`config.mk`:
```
export PLATFORM = sky130hd
export DESIGN_NAME = rns_mrc_converter
export DESIGN_NICKNAME = d
export VERILOG_FILES = /design/src/rtl/rns_pkg.sv /design/src/rtl/rns_mod_mulsub.sv /design/src/rtl/rns_mrc_converter.sv
export SDC_FILE = /design/constraint.sdc
export NUM_CORES = 1
export LEC_CHECK = 0
export BUFFER_PORTS_ARGS = -buffer_cell sky130_fd_sc_hd__buf_2
export CORE_UTILIZATION = 45
export DETAILED_ROUTE_END_ITERATION = 16
export PLACE_DENSITY_LB_ADDON = 0.25
export SLEW_MARGIN = 15
export SYNTH_ARGS = -nofsm -noshare
export SYNTH_HDL_FRONTEND = slang
export SYNTH_SLANG_ARGS = --single-unit
```
`constraint.sdc`:
```
create_clock -name clk -period 37.7 [get_ports clk]
set_clock_uncertainty 0.05 [all_clocks]
set_input_delay 1.885 -clock clk [delete_from_list [all_inputs] [get_ports clk]]
set_output_delay 1.885 -clock clk [all_outputs]
set_load 0.02 [all_outputs]
```
`src/rtl/rns_pkg.sv`:
```
// Shared definitions for the RNS mixed-radix converter: field widths,
// FSM encoding and the elaboration-time constant functions.
package rns_pkg;

  localparam int MOD_W   = 9;   // one packed modulus field
  localparam int RES_W   = 8;   // one residue field
  localparam int MAX_DOM = 4;   // largest supported domain count
  localparam int EXT_W   = MAX_DOM * MOD_W;

  typedef enum logic [1:0] {
    ST_IDLE  = 2'd0,
    ST_DIGIT = 2'd1,
    ST_RECON = 2'd2,
    ST_DONE  = 2'd3
  } state_t;

  // Modular inverse of a mod m by the extended Euclidean algorithm.
  function automatic logic [RES_W-1:0] mod_inv(input int a, input int m);
    int t, new_t, r, new_r, q, tmp;
    t     = 0;
    new_t = 1;
    r     = m;
    new_r = a % m;
    while (new_r != 0) begin
      q     = r / new_r;
      tmp   = t - q * new_t;
      t     = new_t;
      new_t = tmp;
      tmp   = r - q * new_r;
      r     = new_r;
      new_r = tmp;
    end
    if (t < 0) t = t + m;
    return RES_W'(t);
  endfunction

  // Inverse table: entry (j, i) = m_j^-1 mod m_i for j < i, stored at
  // byte slot j*MAX_DOM + i. Unused slots are zero.
  function automatic logic [MAX_DOM*MAX_DOM*RES_W-1:0] inv_table(
    input int n, input logic [EXT_W-1:0] moduli);
    logic [MAX_DOM*MAX_DOM*RES_W-1:0] t;
    t = '0;
    for (int j = 0; j < n; j++)
      for (int i = j + 1; i < n; i++)
        t[(j * MAX_DOM + i) * RES_W +: RES_W] =
          mod_inv(int'(moduli[MOD_W * j +: MOD_W]), int'(moduli[MOD_W * i +: MOD_W]));
    return t;
  endfunction

  // Dynamic range M = product of the first n moduli.
  function automatic longint mod_product(input int n, input logic [EXT_W-1:0] moduli);
    longint p;
    p = 1;
    for (int k = 0; k < n; k++) p = p * longint'(moduli[MOD_W * k +: MOD_W]);
    return p;
  endfunction

endpackage

```
`src/rtl/rns_mod_mulsub.sv`:
```
// Combinational modular step r = ((a - b) mod m) * c mod m, where m is
// the constant modulus of domain sel. a must already be reduced mod m;
// b may be any residue and is reduced here first.
module rns_mod_mulsub
  import rns_pkg::*;
#(
  parameter int NUM_DOMAINS = 2,
  parameter logic [MOD_W*NUM_DOMAINS-1:0] MODULI = {9'd129, 9'd256},
  parameter int IW = 1
) (
  input  logic [RES_W-1:0] a,
  input  logic [RES_W-1:0] b,
  input  logic [RES_W-1:0] c,
  input  logic [IW-1:0]    sel,
  output logic [RES_W-1:0] r
);

  logic [MOD_W-1:0]         m;
  logic [MOD_W-1:0]         b_red;
  logic [MOD_W-1:0]         diff;
  logic [RES_W+MOD_W-1:0]   prod;

  // Wrapping subtract then multiply by the inverse; product is at most 17 bits.
  always_comb begin
    m     = MODULI[MOD_W * int'(sel) +: MOD_W];
    b_red = {1'b0, b} % m;
    diff  = ({1'b0, a} >= b_red) ? ({1'b0, a} - b_red) : ({1'b0, a} + m - b_red);
    prod  = (RES_W+MOD_W)'(diff) * (RES_W+MOD_W)'(c);
    r     = RES_W'(prod % (RES_W+MOD_W)'(m));
  end

endmodule

```
`src/rtl/rns_mrc_converter.sv`:
```
// Sequential RNS-to-binary converter using mixed-radix conversion.
// Handshake: a transfer happens on a rising edge where valid and ready are
// both high; the producer holds data stable while valid is high and ready low.
// in_ready is high only in IDLE; out_valid is high only in DONE.
module rns_mrc_converter
  import rns_pkg::*;
#(
  parameter int NUM_DOMAINS = 2,
  parameter logic [MOD_W*NUM_DOMAINS-1:0] MODULI = {9'd129, 9'd256},
  parameter int OUT_WID = 16
) (
  input  logic                         clk,
  input  logic                         reset,
  input  logic                         in_valid,
  output logic                         in_ready,
  input  logic [RES_W*NUM_DOMAINS-1:0] in_res,
  input  logic                         in_signed,
  output logic                         out_valid,
  input  logic                         out_ready,
  output logic [OUT_WID-1:0]           out_data,
  output logic                         out_err,
  output logic                         busy,
  output state_t                       dbg_state
);

  localparam int IW = (NUM_DOMAINS > 1) ? $clog2(NUM_DOMAINS) : 1;
  localparam int AW = OUT_WID + 1;
  localparam int HW = OUT_WID + 10;
  localparam logic [EXT_W-1:0] MOD_EXT = EXT_W'(MODULI);
  localparam logic [MAX_DOM*MAX_DOM*RES_W-1:0] INV_TAB = inv_table(NUM_DOMAINS, MOD_EXT);
  localparam longint M_TOTAL = mod_product(NUM_DOMAINS, MOD_EXT);
  localparam logic [HW-1:0] M_W    = HW'(M_TOTAL);
  localparam logic [HW-1:0] HALF_W = HW'((M_TOTAL + 1) / 2);
  localparam logic [IW-1:0] LAST_I = IW'(NUM_DOMAINS - 1);
  localparam logic [IW-1:0] LAST_J = IW'((NUM_DOMAINS > 1) ? NUM_DOMAINS - 2 : 0);

  state_t            state, state_nxt;
  logic [RES_W-1:0]  d [NUM_DOMAINS];
  logic [IW-1:0]     j, i, k;
  logic              sgn;
  logic [AW-1:0]     acc;
  logic              any_bad;
  logic              last_pair;
  logic [RES_W-1:0]  inv_sel;
  logic [RES_W-1:0]  step;
  logic [HW-1:0]     horner;

  // Map an unsigned value into the centred range when signed output is requested.
  function automatic logic [OUT_WID-1:0] centre(input logic [HW-1:0] v, input logic s);
    return (s && v >= HALF_W) ? OUT_WID'(v - M_W) : OUT_WID'(v);
  endfunction

  assign dbg_state = state;
  assign last_pair = (i == LAST_I) && (j == LAST_J);
  assign inv_sel   = INV_TAB[(int'(j) * MAX_DOM + int'(i)) * RES_W +: RES_W];

  rns_mod_mulsub #(
    .NUM_DOMAINS(NUM_DOMAINS),
    .MODULI     (MODULI),
    .IW         (IW)
  ) u_step (
    .a  (d[i]),
    .b  (d[j]),
    .c  (inv_sel),
    .sel(i),
    .r  (step)
  );

  // Flag any offered residue that is not below its modulus.
  always_comb begin
    any_bad = 1'b0;
    for (int n = 0; n < NUM_DOMAINS; n++)
      if ({1'b0, in_res[RES_W * n +: RES_W]} >= MODULI[MOD_W * n +: MOD_W]) any_bad = 1'b1;
  end

  // One Horner step: acc * m_k + d_k.
  always_comb begin
    horner = HW'(acc) * HW'(MODULI[MOD_W * int'(k) +: MOD_W]) + HW'(d[k]);
  end

  // State register.
  always_ff @(posedge clk or posedge reset) begin
    if (reset) state <= ST_IDLE;
    else       state <= state_nxt;
  end

  // Next-state and handshake outputs.
  always_comb begin
    state_nxt = state;
    in_ready  = 1'b0;
    out_valid = 1'b0;
    busy      = 1'b0;
    case (state)
      ST_IDLE: begin
        in_ready = 1'b1;
        if (in_valid) state_nxt = (any_bad || NUM_DOMAINS == 1) ? ST_DONE : ST_DIGIT;
      end
      ST_DIGIT: begin
        busy = 1'b1;
        if (last_pair) state_nxt = ST_RECON;
      end
      ST_RECON: begin
        busy = 1'b1;
        if (k == '0) state_nxt = ST_DONE;
      end
      ST_DONE: begin
        out_valid = 1'b1;
        if (out_ready) state_nxt = ST_IDLE;
      end
      default: state_nxt = ST_IDLE;
    endcase
  end

  // Datapath: capture, mixed-radix digit steps, Horner reconstruction.
  always_ff @(posedge clk or posedge reset) begin
    if (reset) begin
      for (int n = 0; n < NUM_DOMAINS; n++) d[n] <= '0;
      j        <= '0;
      i        <= '0;
      k        <= '0;
      sgn      <= 1'b0;
      acc      <= '0;
      out_data <= '0;
      out_err  <= 1'b0;
    end else begin
      case (state)
        ST_IDLE: begin
          if (in_valid) begin
            for (int n = 0; n < NUM_DOMAINS; n++) d[n] <= in_res[RES_W * n +: RES_W];
            sgn     <= in_signed;
            j       <= '0;
            i       <= IW'(1);
            k       <= LAST_J;
            out_err <= any_bad;
            if (any_bad) out_data <= '0;
            else if (NUM_DOMAINS == 1) out_data <= centre(HW'(in_res[RES_W-1:0]), in_signed);
          end
        end
        ST_DIGIT: begin
          d[i] <= step;
          if (i == LAST_I) begin
            // The last digit written seeds the Horner accumulator.
            if (j == LAST_J) acc <= AW'(step);
            else begin
              j <= j + 1'b1;
              i <= IW'(int'(j) + 2);
            end
          end else begin
            i <= i + 1'b1;
          end
        end
        ST_RECON: begin
          acc <= AW'(horner);
          if (k == '0) out_data <= centre(horner, sgn);
          else         k <= k - 1'b1;
        end
        default: ;
      endcase
    end
  end

endmodule

```
After elaboration in Yosys (flattened, before gate mapping)
Cells that the tools add are included.
{"block": "totals", "reg_bits": 56, "input_bits": 21, "wordCells": 108}
{"block": "classes", "add_sub_neg": 10, "mul": 4, "n_div": 2, "n_lt_le_gt_ge": 7, "eq_ne": 10, "shift": 3, "n_mux": 43, "bitwise": 4, "reduce_logical": 15}
{"op": "$shiftx A128 B8 Y8 const A", "n": 1}
{"op": "$mux W16", "n": 5}
{"op": "$mux W8", "n": 10}
{"op": "$pmux W16 S2", "n": 2}
{"op": "$mux W17", "n": 2}
{"op": "$pmux W17 S2", "n": 1}
{"op": "$shiftx A18 B32 Y9 const A", "n": 1}
{"op": "$add A26 B8 Y26", "n": 1}
{"op": "$ge A26 B15 Y1 const B", "n": 1}
{"op": "$mul A17 B9 Y26", "n": 1}
{"op": "$shiftx A18 B6 Y9 const A", "n": 1}
{"op": "$mod A17 B9 Y17", "n": 1}
{"op": "$mul A9 B8 Y17", "n": 1}
{"op": "$bwmux W16", "n": 1}
{"op": "$sub A16 B16 Y16 const B", "n": 1}
{"op": "$ne A2 B2 Y1 const B", "n": 7}
{"op": "$mux W1", "n": 11}
{"op": "$mul A4 B1 Y5 const A", "n": 2}
{"op": "$mux W2", "n": 5}
{"op": "$add A8 B9 Y9", "n": 1}
{"op": "$ge A8 B9 Y1", "n": 1}
{"op": "$mod A8 B9 Y9", "n": 1}
{"op": "$mux W9", "n": 1}
{"op": "$sub A8 B9 Y9", "n": 1}
{"op": "21 further kinds", "n": 38}

Depth between registers and ports, before layout
Gate-level depths: netlist of the first run.
{"block": "logic_depth", "ltp_word": 12, "mapped_depth": 96, "ltp_nobuf": 87}

Modules after synthesis
A second synthesis of the first run with hierarchy kept.
{"block": "hier_totals", "hier_cells": 1519, "hier_area_um2": 12014.0}
{"module": "rns_mod_mulsub", "n_inst": 1, "cells_each": 1250, "area_each_um2": 9365.2, "seq_area_each_um2": 0.0}
{"module": "rns_mrc_converter", "n_inst": 1, "cells_each": 269, "area_each_um2": 2648.8, "seq_area_each_um2": 1351.3}

Worst setup path before layout of the first run
Ideal clock, no wire load.
{"block": "synth_timing", "kind": "register -> register", "start": "reg i", "end": "reg d[4] (netlist bit)", "arrival_time_ps": 17432, "required_time_ps": 37496, "path_slack_ps": 20065, "path_stages_with_launch": 89, "cell_sequence": "dfrtp_1 -> clkbuf_1 -> inv_1 -> clkbuf_1 -> clkbuf_1 -> ha_1 -> a211oi_1 -> nand2_1 -> nor2_1 -> o2111ai_2 -> nand2_1 -> buf_4 -> nor2_1 -> inv_1 -> o32ai_1 -> xnor2_1 -> inv_1 -> ha_1 -> [53 not listed] -> o211ai_2 -> nor2_8 -> mux2_2 -> ha_1 -> and2_1 -> nor2_1 -> o211a_1 -> and4_1 -> buf_6 -> nor3_1 -> xnor2_1 -> ha_1 -> a21boi_0 -> o221ai_2 -> buf_6 -> o21a_1 -> a221oi_1 -> a21oi_1"}
{"block": "synth_between", "elab_chain_cells": 11, "elab_cells_between_ends": 23, "cone_classes": "4 x add/sub; 2 x mul; 2 x div; 3 x order compare; 2 x shift; 8 x mux; 1 x bitwise; 1 x reduce/logical"}
{"element": "from (decl)", "line": "rns_mrc_converter.sv:39", "text": "logic [IW-1:0] j, i, k;"}
{"element": "from (signal assigned)", "line": "rns_mrc_converter.sv:146", "text": "i <= IW'(int'(j) + 2);"}
{"element": "from (signal assigned)", "line": "rns_mrc_converter.sv:149", "text": "i <= i + 1'b1;"}
{"element": "branches (longest 9 deep; another with $mul A9 B8 Y17)"}
{"element": "$bwmux W16 (*)", "line": "rns_mrc_converter.sv:140", "text": "d[i] <= step;"}
{"element": "$pmux W16 S2 (*)", "line": "rns_mrc_converter.sv:126", "text": "case (state)"}
{"element": "to (signal, indexed assignment)", "line": "rns_mrc_converter.sv:140"}
{"element": "to (decl)", "line": "rns_mrc_converter.sv:38", "text": "logic [RES_W-1:0] d [NUM_DOMAINS];"}
Every way passes the cells marked *. The select of a mux whose other input is x is not followed.
A chain may end at the register's enable or synchronous reset.

Final worst setup path of the first run
{"block": "layout_timing", "start": "reg d[10] (netlist bit)", "end": "reg d[15] (netlist bit)"}
{"block": "layout_between", "elab_chain_cells": 10, "elab_cells_between_ends": 16, "cone_classes": "3 x add/sub; 1 x mul; 2 x div; 1 x order compare; 9 x mux"}
{"element": "$mux W8 (on tied branches) (3 in a row)", "line": "rns_mrc_converter.sv:63, rns_mrc_converter.sv:62"}
{"element": "$mod A8 B9 Y9 / $add A8 B9 Y9 (equally long branches)", "line": "rns_mod_mulsub.sv:26, rns_mod_mulsub.sv:27"}
{"element": "$sub A9 B9 Y9 (tied with other cells)", "line": "rns_mod_mulsub.sv:27", "text": "diff = ({1'b0, a} >= b_red) ? ({1'b0, a} - b_red) : ({1'b0, a} + m - b_red);"}
{"element": "$mux W9 (*)", "line": "rns_mod_mulsub.sv:27"}
{"element": "$mul A9 B8 Y17 (*)", "line": "rns_mod_mulsub.sv:28", "text": "prod = (RES_W+MOD_W)'(diff) * (RES_W+MOD_W)'(c);"}
{"element": "$mod A17 B9 Y17 (*)", "line": "rns_mod_mulsub.sv:29", "text": "r = RES_W'(prod % (RES_W+MOD_W)'(m));"}
{"element": "$bwmux W16 (*)", "line": "rns_mrc_converter.sv:140"}
{"element": "$pmux W16 S2 (*)", "line": "rns_mrc_converter.sv:126"}
Every way passes the cells marked *; elsewhere a longest branch is shown, timed or not. The select of a mux whose other input is x is not followed.

==> results of run 1 <==
==> cells in the final DEF (no fill, tap or decap), types with 11 or more instances in the layout <==
cell type / instances
dfrtp_1: 53
nand3_1: 30
o21ai_0: 57
nor2b_1: 14
and3_1: 12
and2_1: 11
a211oi_1: 18
nand2b_1: 11
o21a_1: 11
a21oi_1: 50
xnor2_1: 38
nor4_1: 12
a21o_1: 15
o22ai_1: 14
a31oi_1: 15
xor2_1: 16
mux2i_1: 14
nand2_1: 109
buf_2: 42
inv_1: 50
ha_1: 49
or3_1: 16
nor3_1: 27
a22o_1: 11
o21ai_1: 15
nor2_1: 78
==> how the worst max path moves through the flow <==
stage	end	slack, ns
detailed placement	d[15]	17.96
floorplan	d[4]	20.07
global placement	d[15]	18.84
CTS	d[15]	17.89
finish	d[15]	17.64
global route	d[15]	15.93
==> metrics by stage <==
stage	setup WS [ns]	instance area [µm²]	instances	hold slack, ns	util, %
after floorplan	20.07	7870	1021	0.401	-
after global placement	18.84	8180	1243	0.409	48.6
after detailed placement	17.96	8180	1243	0.415	48.6
after CTS	17.89	8330	1251	0.432	49.5
after global routing	15.93	8330	1251	0.459	49.5
final	17.64	8330	1251	0.426	49.5
==> critical path, delay by kind of cell (launching register included) <==
kind / cells / cell delay [ns]
compound gates: 30 / 7.28
mux: 3 / 1.09
simple gates: 26 / 6.27
xor+xnor: 6 / 0.97
fa+ha+maj: 10 / 3.44
flops: 1 / 0.65
buf+inv: 2 / 0.15
==> metal layers <==
layer  GRT usage (%)  vias to the layer above
met5               0                        -
met4            7.05                        0
met3            2.04                       36
met2            42.0                      279
met1            36.0                     3748
li1                -                     3884
==> cells in the mapped netlist, types with 11 or more instances <==
| cell type | instances | area (µm²) |
|---|---|---|
| nand3_1 | 30 | 150 |
| and3_1 | 12 | 75.1 |
| mux2i_1 | 14 | 140 |
| inv_1 | 51 | 191 |
| o21ai_1 | 15 | 75.1 |
| o21ai_0 | 57 | 285 |
| o21a_1 | 11 | 82.6 |
| ha_1 | 49 | 613 |
| a21oi_1 | 50 | 250 |
| a31oi_1 | 15 | 93.8 |
| a211oi_1 | 18 | 135 |
| dfrtp_1 | 54 | 1350 |
| a21o_1 | 15 | 113 |
| or3_1 | 16 | 100 |
| nor2b_1 | 14 | 87.6 |
| xnor2_1 | 38 | 333 |
| a22o_1 | 11 | 96.3 |
| nor4_1 | 12 | 75.1 |
| and2_1 | 11 | 68.8 |
| o22ai_1 | 14 | 87.6 |
| nor2_1 | 78 | 293 |
| nand2_1 | 109 | 409 |
| nor3_1 | 27 | 135 |
| clkbuf_1 | 29 | 109 |
| nand2b_1 | 11 | 68.8 |
| xor2_1 | 16 | 140 |
==> cell families after synthesis <==
| group | Yosys count |
|---|---|
| buffers and inverters | 96 |
| flip-flops | 54 |
| multiplexers | 25 |
| AO/OA/AOI/OAI | 350 |
| other | 1 |
| AND/OR/NAND/NOR | 383 |
| adder cells (fa/ha/maj) | 57 |
| XOR/XNOR | 54 |
==> area by class of cell <==
type                            count  area (µm²)  area share [%]
Clock buffer                        5         125            1.50
Clock inverter                      3        28.8           0.345
Inverter                           52         195            2.34
Multi-Input combinational cell    871        6110            73.4
Sequential cell                    54        1350            16.2
Tap cell                          220         275            3.30
Timing Repair Buffer               46         240            2.88
==> flip-flops by register name, summed over array words and instances, names as in the netlist <==
register	flops
acc	17
d	16
out_data	16
dbg_state	2
i	1
out_err	1
sgn	1
==> impl_metrics.sql, run 1 <==
INSERT INTO impl_metrics (metric_group, metric, value, unit) VALUES
('floorplan', 'core_area', '16800', 'µm²'),
('yosys', 'synth_edf_count', '0', ''),
('setup_path', 'worstPathRequired', '37.83', 'ns'),
('yosys', 'most_used_flip_flop_cell_after_synthesis', 'dfrtp_1', ''),
('min_path', 'min_delay_worst_endpoint', 'out_data[14]', ''),
('global_route', 'groute.usage.overall', '25.6', '%'),
('finish', 'final_nets', '1108', ''),
('detailed_routing', 'route.detailed.wl_per_inst', '18.3', 'µm'),
('timing', 'rsz_0062_raised_after_global_routing', 'false', ''),
('clock_tree', 'htree_num_levels', '2', ''),
('global_route', 'grt_max_degree', '55', ''),
('yosys', 'synthesis.instances', '1020', ''),
('setup_path', 'critPathArrivalTime', '20.20', 'ns'),
('yosys', 'netlist_area_before_placement', '7860', 'µm²'),
('yosys', 'syn_avg_cell_area', '7.71', 'µm²'),
('floorplan', 'floorplan.rows', '47', ''),
('min_path', 'hold_path_stages', '2', ''),
('floorplan', 'initial_standard_cell_utilization_of_the_core', '46.8', '%'),
('detailed_routing', 'postRouteAntennaNets', '0', ''),
('min_path', 'hold_path_startpoint', 'out_data[14]', ''),
('clock_tree', 'buffers_inserted_by_post_cts_timing_repair', '0', ''),
('yosys', 'yosys_register_bits', '54', ''),
('timing', 'fin_tns_setup', '0', 'ns'),
('global_route', 'antenna_found_initial', '0', ''),
('detailed_routing', 'route.met3.wl', '1.13', 'mm'),
('detailed_routing', 'wirelength_met1', '11.0', 'mm'),
('yosys', 'synth_fa_ha_area_share', '9.83', '%'),
('setup_path', 'timing.critical_path.to_type', 'flop', ''),
('yosys', 'synth.distinct_cells', '108', ''),
('place', 'gpl.final_weighted_congestion', '0.960', ''),
('floorplan', 'io-pin-count', '43', ''),
('global_route', 'wire_length_of_the_first_global_routing_pass', '37.7', 'mm'),
('clock_tree', 'clk_root_buffer_cell', 'clkbuf_16', ''),
('timing', 'maximum_clock_frequency', '0.0498', 'GHz'),
('clock_tree', 'cts_hold_buf', '0', ''),
('clock_tree', 'tritoncts', 'done', ''),
('clock_tree', 'numClockSinks', '54', ''),
('detailed_routing', 'routed-via-count', '7947', ''),
('floorplan', 'die_h', '134', 'µm'),
('run_status', 'outcome', 'completed', ''),
('place', 'place.port_buffers', '42', ''),
('setup_path', 'worst_setup_path_start_kind', 'flop', ''),
('setup_path', 'setup_cp_type', 'flop to flop', ''),
('finish', 'diodes', '0', ''),
('finish', 'fillCellCount', '1698', ''),
('min_path', 'min-delay-path-class', 'flop to flop', ''),
('finish', 'layout_area_overhead', '5.93', '%'),
('floorplan', 'fp.dieArea', '18000', 'µm²'),
('timing', 'timing.slew.headroom', '41.4', '%'),
('yosys', 'postSynth.asyncResetShare', '100', '%'),
('yosys', 'synth_compound_gate_area_share', '33.3', '%'),
('setup_path', 'path_common_cell', 'ha_1', ''),
('place', 'detailed_placer_s_ending_hpwl', '18.0', 'mm'),
('clock_tree', 'numCtsBuffers', '5', ''),
('global_route', 'congestion_overflow_gr', '0', ''),
('yosys', 'synthesis.yosys.warnings', '0', ''),
('detailed_routing', 'topRoutingLayerUsed', 'met4', ''),
('setup_path', 'regToRegStartpoint', 'd[10]', ''),
('setup_path', 'critPathLaunch', 'd[10]', ''),
('job', 'maxCapViolCount', '0', ''),
('global_route', 'grt_pass1_vias', '7382', ''),
('setup_path', 'reg2reg_to', 'd[15]', ''),
('clock_tree', 'clk_path_buf_depth', '2', ''),
('yosys', 'yosys.area_share.xor_xnor', '6.01', '%'),
('timing', 'min_period', '20.06', 'ns'),
('yosys', 'largest_family_of_logic_cells_by_synthesized_area', 'compound AO/OA/AOI/OAI gates', ''),
('setup_path', 'worst-r2r-setup-slack', '17.64', 'ns'),
('detailed_routing', 'detailroute.wirelength.met2', '10.4', 'mm'),
('detailed_routing', 'wirelength', '22.9', 'mm'),
('timing', 'worst-slew-pin-transition', '0.873', 'ns'),
('clock_tree', 'insertion_delay', '0.30', 'ns');
Power of run 1 is not shown: default switching activity piles up to over one toggle a cycle in this logic, so the estimate is an artifact.
==> inputs of run 2 (changes only) <==
- clock period: 37.7 -> 19.94 ns (I/O delays scaled with it)
==> impl_metrics.sql, run 2 (synthesized netlist as in run 1, its figures left out) <==
INSERT INTO impl_metrics (metric_group, metric, value, unit) VALUES
('run_status', 'outcome', 'completed', ''),
('detailed_routing', 'via_per_inst', '6.43', ''),
('finish', 'largest_reg_flops', '17', ''),
('detailed_routing', 'wirelength_met1', '10.8', 'mm'),
('clock_tree', 'numCtsBuffers', '5', ''),
('detailed_routing', 'routed-via-count', '8063', ''),
('global_route', 'antenna_found_initial', '0', ''),
('setup_path', 'critPathArrivalTime', '18.74', 'ns'),
('detailed_routing', 'detailroute.wirelength.met2', '10.5', 'mm'),
('timing', 'tcrit_tclk_final', '93.0', '%'),
('clock_tree', 'htree_num_levels', '2', ''),
('clock_tree', 'insertion_delay', '0.30', 'ns'),
('finish', 'sequential_cell_area', '1360', 'µm²'),
('clock_tree', 'numClockSinks', '54', ''),
('place', 'gpl.final_weighted_congestion', '0.985', ''),
('timing', 'number_of_failing_setup_endpoints_in_the_final_timing_report', '0', ''),
('setup_path', 'worstPathRequired', '20.13', 'ns'),
('setup_path', 'reg2reg_to', 'd[3]', ''),
('min_path', 'min-delay-path-class', 'flop to flop', ''),
('detailed_routing', 'initialDrtViolationCount', '711', ''),
('timing', 'final-hold-violation-count', '0', ''),
('setup_path', 'critPathLaunch', 'd[9]', ''),
('global_route', 'wire_length_of_the_first_global_routing_pass', '37.9', 'mm'),
('floorplan', 'die_boundary_width', '134', 'µm'),
('finish', 'fillCellCount', '1657', ''),
('setup_path', 'timing.reg2reg.worst_path_depth', '80', ''),
('setup_path', 'delay_of_the_slowest_cell_on_the_worst_path', '0.50', 'ns'),
('finish', 'largest_register', 'acc', ''),
('floorplan', 'die_h', '134', 'µm'),
('global_route', 'congestion_overflow_gr', '0', ''),
('floorplan', 'fp.dieArea', '18000', 'µm²'),
('clock_tree', 'tritoncts', 'done', ''),
('timing', 'maximum_clock_frequency', '0.0539', 'GHz'),
('floorplan', 'floorplan.rows', '47', ''),
('timing', 'timing.slew.headroom', '39.3', '%'),
('detailed_routing', 'wirelength', '23.1', 'mm'),
('global_route', 'groute.usage.overall', '25.7', '%'),
('floorplan', 'initial_standard_cell_utilization_of_the_core', '46.8', '%'),
('finish', 'drive_gt1_share', '13.2', '%'),
('place', 'place.port_buffers', '42', ''),
('finish', 'mostFrequentLayoutCells', '108 x nand2_1, 77 x nor2_1, 57 x o21ai_0', ''),
('detailed_routing', 'postRouteAntennaNets', '0', ''),
('detailed_routing', 'route.met3.wl', '1.32', 'mm'),
('timing', 'min_period', '18.55', 'ns'),
('global_route', 'grt_pass1_vias', '7385', ''),
('finish', 'mostFrequentLayoutCell', 'nand2_1', ''),
('clock_tree', 'clk_path_buf_depth', '2', ''),
('floorplan', 'core_area', '16800', 'µm²'),
('clock_tree', 'clkTransAtPathRegs', '0.08', 'ns'),
('job', 'maxCapViolCount', '0', ''),
('detailed_routing', 'route.detailed.wl_per_inst', '18.4', 'µm'),
('finish', 'layout_area_overhead', '7.64', '%'),
('timing', 'timing.final.max_slew_violations', '0', ''),
('setup_path', 'worst_setup_path_start_kind', 'flop', ''),
('timing', 'worst-slew-pin-transition', '0.903', 'ns'),
('finish', 'area_taken_by_multi_input_logic_gates', '6220', 'µm²'),
('setup_path', 'worst-r2r-setup-slack', '1.39', 'ns'),
('global_route', 'grt_max_degree', '55', ''),
('detailed_routing', 'topRoutingLayerUsed', 'met4', ''),
('place', 'placement.setup.worst_slack', '0.350', 'ns'),
('finish', 'diodes', '0', ''),
('detailed_routing', 'remaining_drc_errors', '0', ''),
('setup_path', 'regToRegStartpoint', 'd[9]', ''),
('place', 'detailed_placer_s_ending_hpwl', '17.9', 'mm'),
('timing', 'post-route-worst-setup-slack', '1.39', 'ns'),
('setup_path', 'setup_cp_type', 'flop to flop', ''),
('finish', 'final_nets', '1111', ''),
('floorplan', 'io-pin-count', '43', ''),
('setup_path', 'critical_path.slowest_cell', 'dfrtp_1', ''),
('setup_path', 'path_max_fanout', '12', ''),
('min_path', 'hold_path_startpoint', 'out_data[14]', ''),
('setup_path', 'path_common_cell', 'ha_1', ''),
('setup_path', 'critPathCapture', 'd[3]', ''),
('clock_tree', 'clk_root_buffer_cell', 'clkbuf_16', ''),
('finish', 'top_regs', 'acc x17, d x16, out_data x16', ''),
('detailed_routing', 'first_pass_iters', '5', ''),
('setup_path', 'timing.critical_path.to_type', 'flop', '');
==> run 2: cell types whose count changed in the layout (fill, tap and decap cells not counted), sizes merged <==
cell	previous run	this run
buf	46	49
==> run 2: per-layer routing <==
layer  track usage (%)  vias up
li1                  -     3891
met1              36.4     3856
met2              40.9      279
met3              3.02       37
met4              7.43        0
met5                 0        -
==> run 2: per-stage QoR <==
stage          utilization, %  cell area (µm²)  hold WS, ns  std cells  TNS (ns)
2_1_floorplan               -             7870        0.401       1021         0
3_3_place_gp             48.7             8180        0.411       1244         0
3_5_place_dp             48.7             8180        0.415       1244         0
4_1_cts                  49.6             8340        0.432       1252         0
5_1_grt                  50.3             8460        0.459       1254  -0.00991
6_report                 50.3             8460        0.423       1254         0
==> run 2: timing repair <==
action,4_1_cts,5_1_grt
hold buffers,0,0
gates resized for setup,0,23
setup endpoints to repair,0,18
buffers inserted,0,2
==> run 2: how the worst min path moves through the flow <==
stage | depth (start not counted) | end | slack (ns)
after detailed placement | 2 | out_data[14] | 0.41
after floorplan | 2 | acc[9] | 0.40
after global placement | 2 | out_data[12] | 0.41
after global routing | 2 | out_data[12] | 0.46
after CTS | 2 | out_data[14] | 0.43
final | 2 | out_data[14] | 0.42
==> run 2: critical path, delay by kind of cell, from the launching register on <==
family | cells | cell delay, ns
buf+inv | 3 | 0.29
mux | 1 | 0.40
xor+xnor | 7 | 1.31
compound gates | 29 | 5.92
simple gates | 29 | 6.49
fa+ha+maj | 11 | 3.54
flops | 1 | 0.50
==> run 2: final cells by class <==
| type | instances | share of cell area (%) |
|---|---|---|
| timing repair buffer | 49 | 3.10 |
| multi-input combinational | 871 | 73.5 |
| sequential | 54 | 16.0 |
| tap | 220 | 3.25 |
| inverter | 52 | 2.31 |
| clock inverter | 3 | 0.310 |
| clock buffer | 5 | 1.48 |
Power of run 2 is left out for the same reason.
